File: src/rtl/ifu_ift2icb_if.sv
// Bundle of the fetch request/response channel and the instruction ICB channel.
// The adapter connects through the slave modport; its environment uses master.
interface ifu_ift2icb_if #(
  parameter int PC_W    = 32,
  parameter int INSTR_W = 32
);
  logic               ifu_req_valid;
  logic               ifu_req_ready;
  logic [PC_W-1:0]    ifu_req_pc;
  logic               ifu_rsp_valid;
  logic               ifu_rsp_ready;
  logic               ifu_rsp_err;
  logic [INSTR_W-1:0] ifu_rsp_instr;
  logic               icb_cmd_valid;
  logic               icb_cmd_ready;
  logic [PC_W-1:0]    icb_cmd_addr;
  logic               icb_cmd_read;
  logic               icb_rsp_valid;
  logic               icb_rsp_ready;
  logic               icb_rsp_err;
  logic [INSTR_W-1:0] icb_rsp_rdata;

  modport master (
    output ifu_req_valid, ifu_req_pc, ifu_rsp_ready,
           icb_cmd_ready, icb_rsp_valid, icb_rsp_err, icb_rsp_rdata,
    input  ifu_req_ready, ifu_rsp_valid, ifu_rsp_err, ifu_rsp_instr,
           icb_cmd_valid, icb_cmd_addr, icb_cmd_read, icb_rsp_ready
  );

  modport slave (
    input  ifu_req_valid, ifu_req_pc, ifu_rsp_ready,
           icb_cmd_ready, icb_rsp_valid, icb_rsp_err, icb_rsp_rdata,
    output ifu_req_ready, ifu_rsp_valid, ifu_rsp_err, ifu_rsp_instr,
           icb_cmd_valid, icb_cmd_addr, icb_cmd_read, icb_rsp_ready
  );
endinterface

File: src/rtl/ifu_ift2icb.sv
// Fetch-to-ICB read adapter with credit-bounded in-order response FIFO.
// Define E203_IFT_RSP_BYPASS_EN to pass a bus response straight through when the FIFO is empty.
module ifu_ift2icb #(
  parameter int PC_W      = 32,
  parameter int INSTR_W   = 32,
  parameter int OTF_DEPTH = 2
) (
  input logic          clk,
  input logic          rst,
  ifu_ift2icb_if.slave bus
);
  localparam int CNT_W = $clog2(OTF_DEPTH + 1);
  localparam int PTR_W = (OTF_DEPTH > 1) ? $clog2(OTF_DEPTH) : 1;

  logic [CNT_W-1:0]   inflight;
  logic [CNT_W-1:0]   occ;
  logic [PTR_W-1:0]   rd_ptr;
  logic [PTR_W-1:0]   wr_ptr;
  logic               fifo_err   [OTF_DEPTH];
  logic [INSTR_W-1:0] fifo_instr [OTF_DEPTH];

  logic [CNT_W:0]     credit;
  logic               room;
  logic               aligned;
  logic               cmd_hsk;
  logic               mis_hsk;
  logic               rsp_take;
  logic               bypass;
  logic               push;
  logic               pop;
  logic               push_err;
  logic [INSTR_W-1:0] push_instr;

  function automatic logic [PTR_W-1:0] next_ptr(input logic [PTR_W-1:0] p);
    return (p == PTR_W'(OTF_DEPTH - 1)) ? '0 : p + 1'b1;
  endfunction

  assign credit  = {1'b0, inflight} + {1'b0, occ};
  assign room    = credit < (CNT_W + 1)'(OTF_DEPTH);
  assign aligned = (bus.ifu_req_pc[1:0] == 2'b00);

  assign bus.icb_cmd_valid = bus.ifu_req_valid & aligned & room;
  assign bus.icb_cmd_addr  = {bus.ifu_req_pc[PC_W-1:2], 2'b00};
  assign bus.icb_cmd_read  = 1'b1;
  assign bus.icb_rsp_ready = 1'b1;

  // A misaligned fetch waits for the bus to drain so its local error stays in order.
  assign bus.ifu_req_ready = aligned ? (bus.icb_cmd_ready & room)
                                     : (room & (inflight == '0));

  assign cmd_hsk  = bus.ifu_req_valid & bus.ifu_req_ready & aligned;
  assign mis_hsk  = bus.ifu_req_valid & bus.ifu_req_ready & ~aligned;
  assign rsp_take = bus.icb_rsp_valid & (inflight != '0);

`ifdef E203_IFT_RSP_BYPASS_EN
  assign bypass = rsp_take & (occ == '0);
`else
  assign bypass = 1'b0;
`endif

  // mis_hsk needs inflight==0 and rsp_take needs inflight!=0, so one write port suffices.
  assign pop        = (occ != '0) & bus.ifu_rsp_ready;
  assign push       = mis_hsk | (rsp_take & ~(bypass & bus.ifu_rsp_ready));
  assign push_err   = mis_hsk | bus.icb_rsp_err;
  assign push_instr = mis_hsk ? '0 : bus.icb_rsp_rdata;

  assign bus.ifu_rsp_valid = (occ != '0) | bypass;
  assign bus.ifu_rsp_err   = bypass ? bus.icb_rsp_err   : fifo_err[rd_ptr];
  assign bus.ifu_rsp_instr = bypass ? bus.icb_rsp_rdata : fifo_instr[rd_ptr];

  always_ff @(posedge clk or posedge rst) begin
    if (rst) begin
      inflight <= '0;
      occ      <= '0;
      rd_ptr   <= '0;
      wr_ptr   <= '0;
    end else begin
      inflight <= inflight + CNT_W'(cmd_hsk) - CNT_W'(rsp_take);
      occ      <= occ + CNT_W'(push) - CNT_W'(pop);
      if (push) wr_ptr <= next_ptr(wr_ptr);
      if (pop)  rd_ptr <= next_ptr(rd_ptr);
    end
  end

  always_ff @(posedge clk or posedge rst) begin
    if (rst) begin
      for (int i = 0; i < OTF_DEPTH; i++) begin
        fifo_err[i]   <= 1'b0;
        fifo_instr[i] <= '0;
      end
    end else if (push) begin
      fifo_err[wr_ptr]   <= push_err;
      fifo_instr[wr_ptr] <= push_instr;
    end
  end
endmodule
File: src/flat_wrapper.sv
// flat-port wrapper written by rule: the top's interface ports become plain ports
module ifu_ift2icb_flat 
#(
  parameter int PC_W      = 32,
  parameter int INSTR_W   = 32,
  parameter int OTF_DEPTH = 2
)
  (clk, rst, bus_ifu_req_valid, bus_ifu_req_pc, bus_ifu_rsp_ready, bus_icb_cmd_ready, bus_icb_rsp_valid, bus_icb_rsp_err, bus_icb_rsp_rdata, bus_ifu_req_ready, bus_ifu_rsp_valid, bus_ifu_rsp_err, bus_ifu_rsp_instr, bus_icb_cmd_valid, bus_icb_cmd_addr, bus_icb_cmd_read, bus_icb_rsp_ready);
  ifu_ift2icb_if #(.PC_W(PC_W), .INSTR_W(INSTR_W)) bus_i ();
  input logic clk;
  input logic rst;
  input wire logic [$bits(bus_i.ifu_req_valid)-1:0] bus_ifu_req_valid;
  input wire logic [$bits(bus_i.ifu_req_pc)-1:0] bus_ifu_req_pc;
  input wire logic [$bits(bus_i.ifu_rsp_ready)-1:0] bus_ifu_rsp_ready;
  input wire logic [$bits(bus_i.icb_cmd_ready)-1:0] bus_icb_cmd_ready;
  input wire logic [$bits(bus_i.icb_rsp_valid)-1:0] bus_icb_rsp_valid;
  input wire logic [$bits(bus_i.icb_rsp_err)-1:0] bus_icb_rsp_err;
  input wire logic [$bits(bus_i.icb_rsp_rdata)-1:0] bus_icb_rsp_rdata;
  output wire logic [$bits(bus_i.ifu_req_ready)-1:0] bus_ifu_req_ready;
  output wire logic [$bits(bus_i.ifu_rsp_valid)-1:0] bus_ifu_rsp_valid;
  output wire logic [$bits(bus_i.ifu_rsp_err)-1:0] bus_ifu_rsp_err;
  output wire logic [$bits(bus_i.ifu_rsp_instr)-1:0] bus_ifu_rsp_instr;
  output wire logic [$bits(bus_i.icb_cmd_valid)-1:0] bus_icb_cmd_valid;
  output wire logic [$bits(bus_i.icb_cmd_addr)-1:0] bus_icb_cmd_addr;
  output wire logic [$bits(bus_i.icb_cmd_read)-1:0] bus_icb_cmd_read;
  output wire logic [$bits(bus_i.icb_rsp_ready)-1:0] bus_icb_rsp_ready;
  assign bus_i.ifu_req_valid = bus_ifu_req_valid;
  assign bus_i.ifu_req_pc = bus_ifu_req_pc;
  assign bus_i.ifu_rsp_ready = bus_ifu_rsp_ready;
  assign bus_i.icb_cmd_ready = bus_icb_cmd_ready;
  assign bus_i.icb_rsp_valid = bus_icb_rsp_valid;
  assign bus_i.icb_rsp_err = bus_icb_rsp_err;
  assign bus_i.icb_rsp_rdata = bus_icb_rsp_rdata;
  assign bus_ifu_req_ready = bus_i.ifu_req_ready;
  assign bus_ifu_rsp_valid = bus_i.ifu_rsp_valid;
  assign bus_ifu_rsp_err = bus_i.ifu_rsp_err;
  assign bus_ifu_rsp_instr = bus_i.ifu_rsp_instr;
  assign bus_icb_cmd_valid = bus_i.icb_cmd_valid;
  assign bus_icb_cmd_addr = bus_i.icb_cmd_addr;
  assign bus_icb_cmd_read = bus_i.icb_cmd_read;
  assign bus_icb_rsp_ready = bus_i.icb_rsp_ready;
  ifu_ift2icb #(.PC_W(PC_W), .INSTR_W(INSTR_W), .OTF_DEPTH(OTF_DEPTH)) u_core (.clk(clk), .rst(rst), .bus(bus_i));
endmodule
File: config.mk
export PLATFORM = sky130hd
export DESIGN_NAME = ifu_ift2icb_flat
export DESIGN_NICKNAME = d
export VERILOG_FILES = /design/src/rtl/ifu_ift2icb_if.sv /design/src/rtl/ifu_ift2icb.sv /design/src/flat_wrapper.sv
export SDC_FILE = /design/constraint.sdc
export NUM_CORES = 1
export LEC_CHECK = 0
export ABC_CLOCK_PERIOD_IN_PS = 6400
export CAP_MARGIN = 20
export CORE_ASPECT_RATIO = 1.4
export CORE_MARGIN = 2
export CORE_UTILIZATION = 40
export CTS_BUF_LIST = sky130_fd_sc_hd__clkbuf_4 sky130_fd_sc_hd__clkbuf_8
export CTS_CLUSTER_DIAMETER = 120
export DETAILED_ROUTE_END_ITERATION = 10
export GPL_ROUTABILITY_DRIVEN = 0
export PLACE_DENSITY_LB_ADDON = 0.12
export SLEW_MARGIN = 20
export SYNTH_ARGS = -nofsm -noshare
export SYNTH_HDL_FRONTEND = slang
export SYNTH_SLANG_ARGS = --single-unit
File: constraint.sdc
create_clock -name clk -period 6.4 [get_ports clk]
set_input_delay 1.28 -clock clk [delete_from_list [all_inputs] [get_ports clk]]
set_output_delay 1.28 -clock clk [all_outputs]
set_load 0.1 [all_outputs]
==> summary by stage <==
Run status
The run finished with clean final reports.

Clocking
The post-CTS clock slew at the launch and capture registers of the worst setup and hold paths is 70 ps. Buffers added to address setup during post-CTS repair amount to 0. TritonCTS built the clock tree. The cell sitting at the root of the clock tree is a sky130_fd_sc_hd__clkbuf_8.

The latest clock arrival within the worst-skew pair is between 300 and 400 ps. The number of cells upsized or downsized after cts is 0. The clock passes through at most 2 buffers. The number of hold buffers added after CTS is 0. The number of buffers added by the clock tree synthesis step is 9. The count of H-tree levels built during CTS is 3. CTS saw 72 sinks.

Synthesis
Synthesis inferred between 70 and 80 register bits. The per-instance average area after synthesis is between 10 and 15 µm². Of the synthesized area, sequential elements account for 0.4566.

The number of instances in the synthesized netlist is ~370. The count of yosys warnings during synthesis is 0. The number of unique standard cell types used by synthesis is 35.

Summing every instance area after synthesis gives a little under 4000 µm².

Hold path
Along the worst hold path, the cell count comes to 1. The worst hold path endpoint is u_core.fifo_instr[11]. The hold path startpoint is u_core.fifo_instr[11]. In this run the worst hold path is classified as reg -> reg.

Setup path
The type of element capturing the critical path is an output pin. For the worst setup path, the data arrival time is 3670 ps. The critical-path maximum fanout is 5. At the worst endpoint, the required time is 5120 ps. The startpoint identified for the worst register-to-register timing path is u_core.inflight[0]. STA classifies the critical path startpoint as an input pin. The depth of the worst register-to-register path is 6.

For flop-to-flop paths, the worst setup slack is ~3700 ps. The critical path in this run is classified as in -> out. The destination of the worst register-to-register timing path is u_core.fifo_instr[43].

STA
Setup violations remaining at the end of the flow were counted as 0. The number of pins with negative max-slew slack in the final report is 0. The max-slew headroom at the worst pin is 0.2719. The measured slew at the worst slew-check pin is approximately 1100 ps.

The post-layout minimum cycle time is 4953 ps. The highest achievable clock rate is between 200 and 250 MHz. In the finished design, the share of the clock period the worst path needs comes to 0.7739. Setup total negative slack on the finished layout was measured at 0 ps. Setup repair after global routing left no endpoint under its margin. The final hold violation count is 0.

The clock arrives with 5.376 ps of skew.

Routing
The number of optimization iterations in the first detailed-route pass is 6. The first routing iteration left 200 violations. Dividing the detail-routed via count by the number of cells gives 5.289. The number of nets with antenna violations after detailed routing is 0. The wire length per cell is 16.53 µm. Wires add up to between 8 and 9 mm. After detailed routing, the number of remaining DRC violations is 0. The detailed router placed 2856 vias in this run.

Floorplanning
The initialized floorplan defines 42 standard-cell rows. The full die area is ~11000 µm². The die is 121.5 µm tall. In this run the horizontal extent of the chip is a little under 90 µm. The region available for standard cell placement spans 9512 µm².

For this design the top-level I/O count stands at 141. The initial core utilization is 0.4149.

Cells and area
Excluding fillers, the count of instances in the completed layout stands at 540. 0 antenna diodes ended up in the layout. Of the cells placed in the final design, the portion with a size suffix greater than 1 is 0.1569. The net count of the finished layout is 478. The filler cells instantiated in the layout total 904. The footprint of the flip-flops and latches is 1803 µm².

The post-route standard cell area excluding fillers is 4712 µm². The area of the multi-input gates is 1735 µm². The layout overhead on the synthesized area is 19.40%.

Placement
In this run the cell area measured after placement is around 4500 µm². Including well taps, the total number of placed cells is 524. After legalization and detailed placement, the total HPWL measured 5.258 mm.

The count of buffers added on input and output ports is 76.

Global routing
In the global route stage, overall resource usage came out at 0.1755. The number of global-route vias before repair is 2841. After global routing the overflow that remains totals 0. The initial antenna violation count is 0.

The maximum number of pins on one net before global-route repair is 88. The first-pass GRT wire length is 14.56 mm.

Flow run
The max-cap check violation count is 0.
[critical path: stages]
cell                              delay, ps
sky130_fd_sc_hd__clkdlybuf4s50_1        410
sky130_fd_sc_hd__or2_2                  370
sky130_fd_sc_hd__nor4b_1                400
sky130_fd_sc_hd__clkdlybuf4s50_1       1210
[layout by cell type (no fill, tap or decap), drive strengths merged, types with 3 or more instances in the layout]
cell           instances
xor2                   3
nor2                   5
mux2                  33
buf                    4
inv                    7
clkdlybuf4s50         76
clkbuf                10
dfrtp                 72
nand2                 32
o21ai                 36
clkinv                 3
a22oi                 33
a22o                  13
xnor2                  4
ha                     3
conb                   4
a32o                  19
nor2b                 33
[final cells by class]
type	count	share of cell area
tap	132	0.03505
inverter	7	0.005576
multi-input combinational	233	0.3683
clock inverter	6	0.01275
sequential	72	0.3826
timing repair buffer	80	0.1678
clock buffer	10	0.02788
[worst max-delay path by stage]
stage | end | slack [ps] | startpoint
2_1_floorplan | bus_icb_cmd_valid | 310 | bus_ifu_req_pc[1]
3_3_place_gp | bus_icb_cmd_valid | 1460 | bus_ifu_req_pc[1]
3_5_place_dp | bus_icb_cmd_valid | 1450 | bus_ifu_req_pc[1]
4_1_cts | bus_icb_cmd_valid | 1430 | bus_ifu_req_pc[1]
5_1_grt | bus_icb_cmd_valid | 1340 | bus_ifu_req_pc[1]
6_report | bus_icb_cmd_valid | 1450 | bus_ifu_req_pc[1]
[metal layers]
layer | vias up | part of all wire | track usage
met5 | - | 0 | 0
met4 | 0 | 0.013 | 0.05962
met3 | 11 | 0.037 | 0.04422
met2 | 62 | 0.49 | 0.2765
met1 | 1427 | 0.46 | 0.2349
li1 | 1356 | - | -
[cells by family after synthesis]
family / after synthesis / share of synthesized area
xor+xnor: 7 / 0.01554
flops: 72 / 0.4566
fa+ha+maj: 4 / 0.01459
compound gates: 107 / 0.2036
other cells: 2 / 0.001903
buf+inv: 70 / 0.1075
simple gates: 78 / 0.1062
mux: 33 / 0.09417
[metrics by stage]
stage          hold WS [ps]  setup WS, ps    util
2_1_floorplan         460.3         305.7       -
3_3_place_gp          467.6          1456  0.4753
3_5_place_dp          475.4          1454  0.4753
4_1_cts               493.5          1427  0.4954
5_1_grt               508.9          1342  0.4954
6_report              490.3          1447  0.4954
[flip-flops by register name (all words and copies together), names as in the netlist]
name               cells
u_core.fifo_instr     64
u_core.rd_ptr          1
u_core.fifo_err        2
u_core.wr_ptr          1
u_core.occ             2
u_core.inflight        2
[cell usage after synthesis, drive strengths merged]
master  count  area [µm²]
a21oi       1       5.000
a22o       13       113.9
a22oi      33       247.7
a31oi       1       21.27
a32o       19       190.2
a32oi       1       8.760
and2        2       12.51
and4bb      1       12.51
buf        49       344.1
clkbuf     14       53.80
conb        2       7.510
dfrtp      72        1802
fa          1       20.02
ha          3       37.54
inv         7       26.27
mux2       33       371.6
nand2      32       120.1
nor2        5       26.27
nor2b      33       206.5
nor4b       2       17.52
o211a       2       20.02
o21ai      36       187.7
o31a        1       8.760
or2         2       12.51
or4         1       11.26
xnor2       4       35.03
xor2        3       26.28
Power is left out: the tool's default activity adds up to more than one toggle a clock period on the data nets, which glitch-free logic cannot reach.
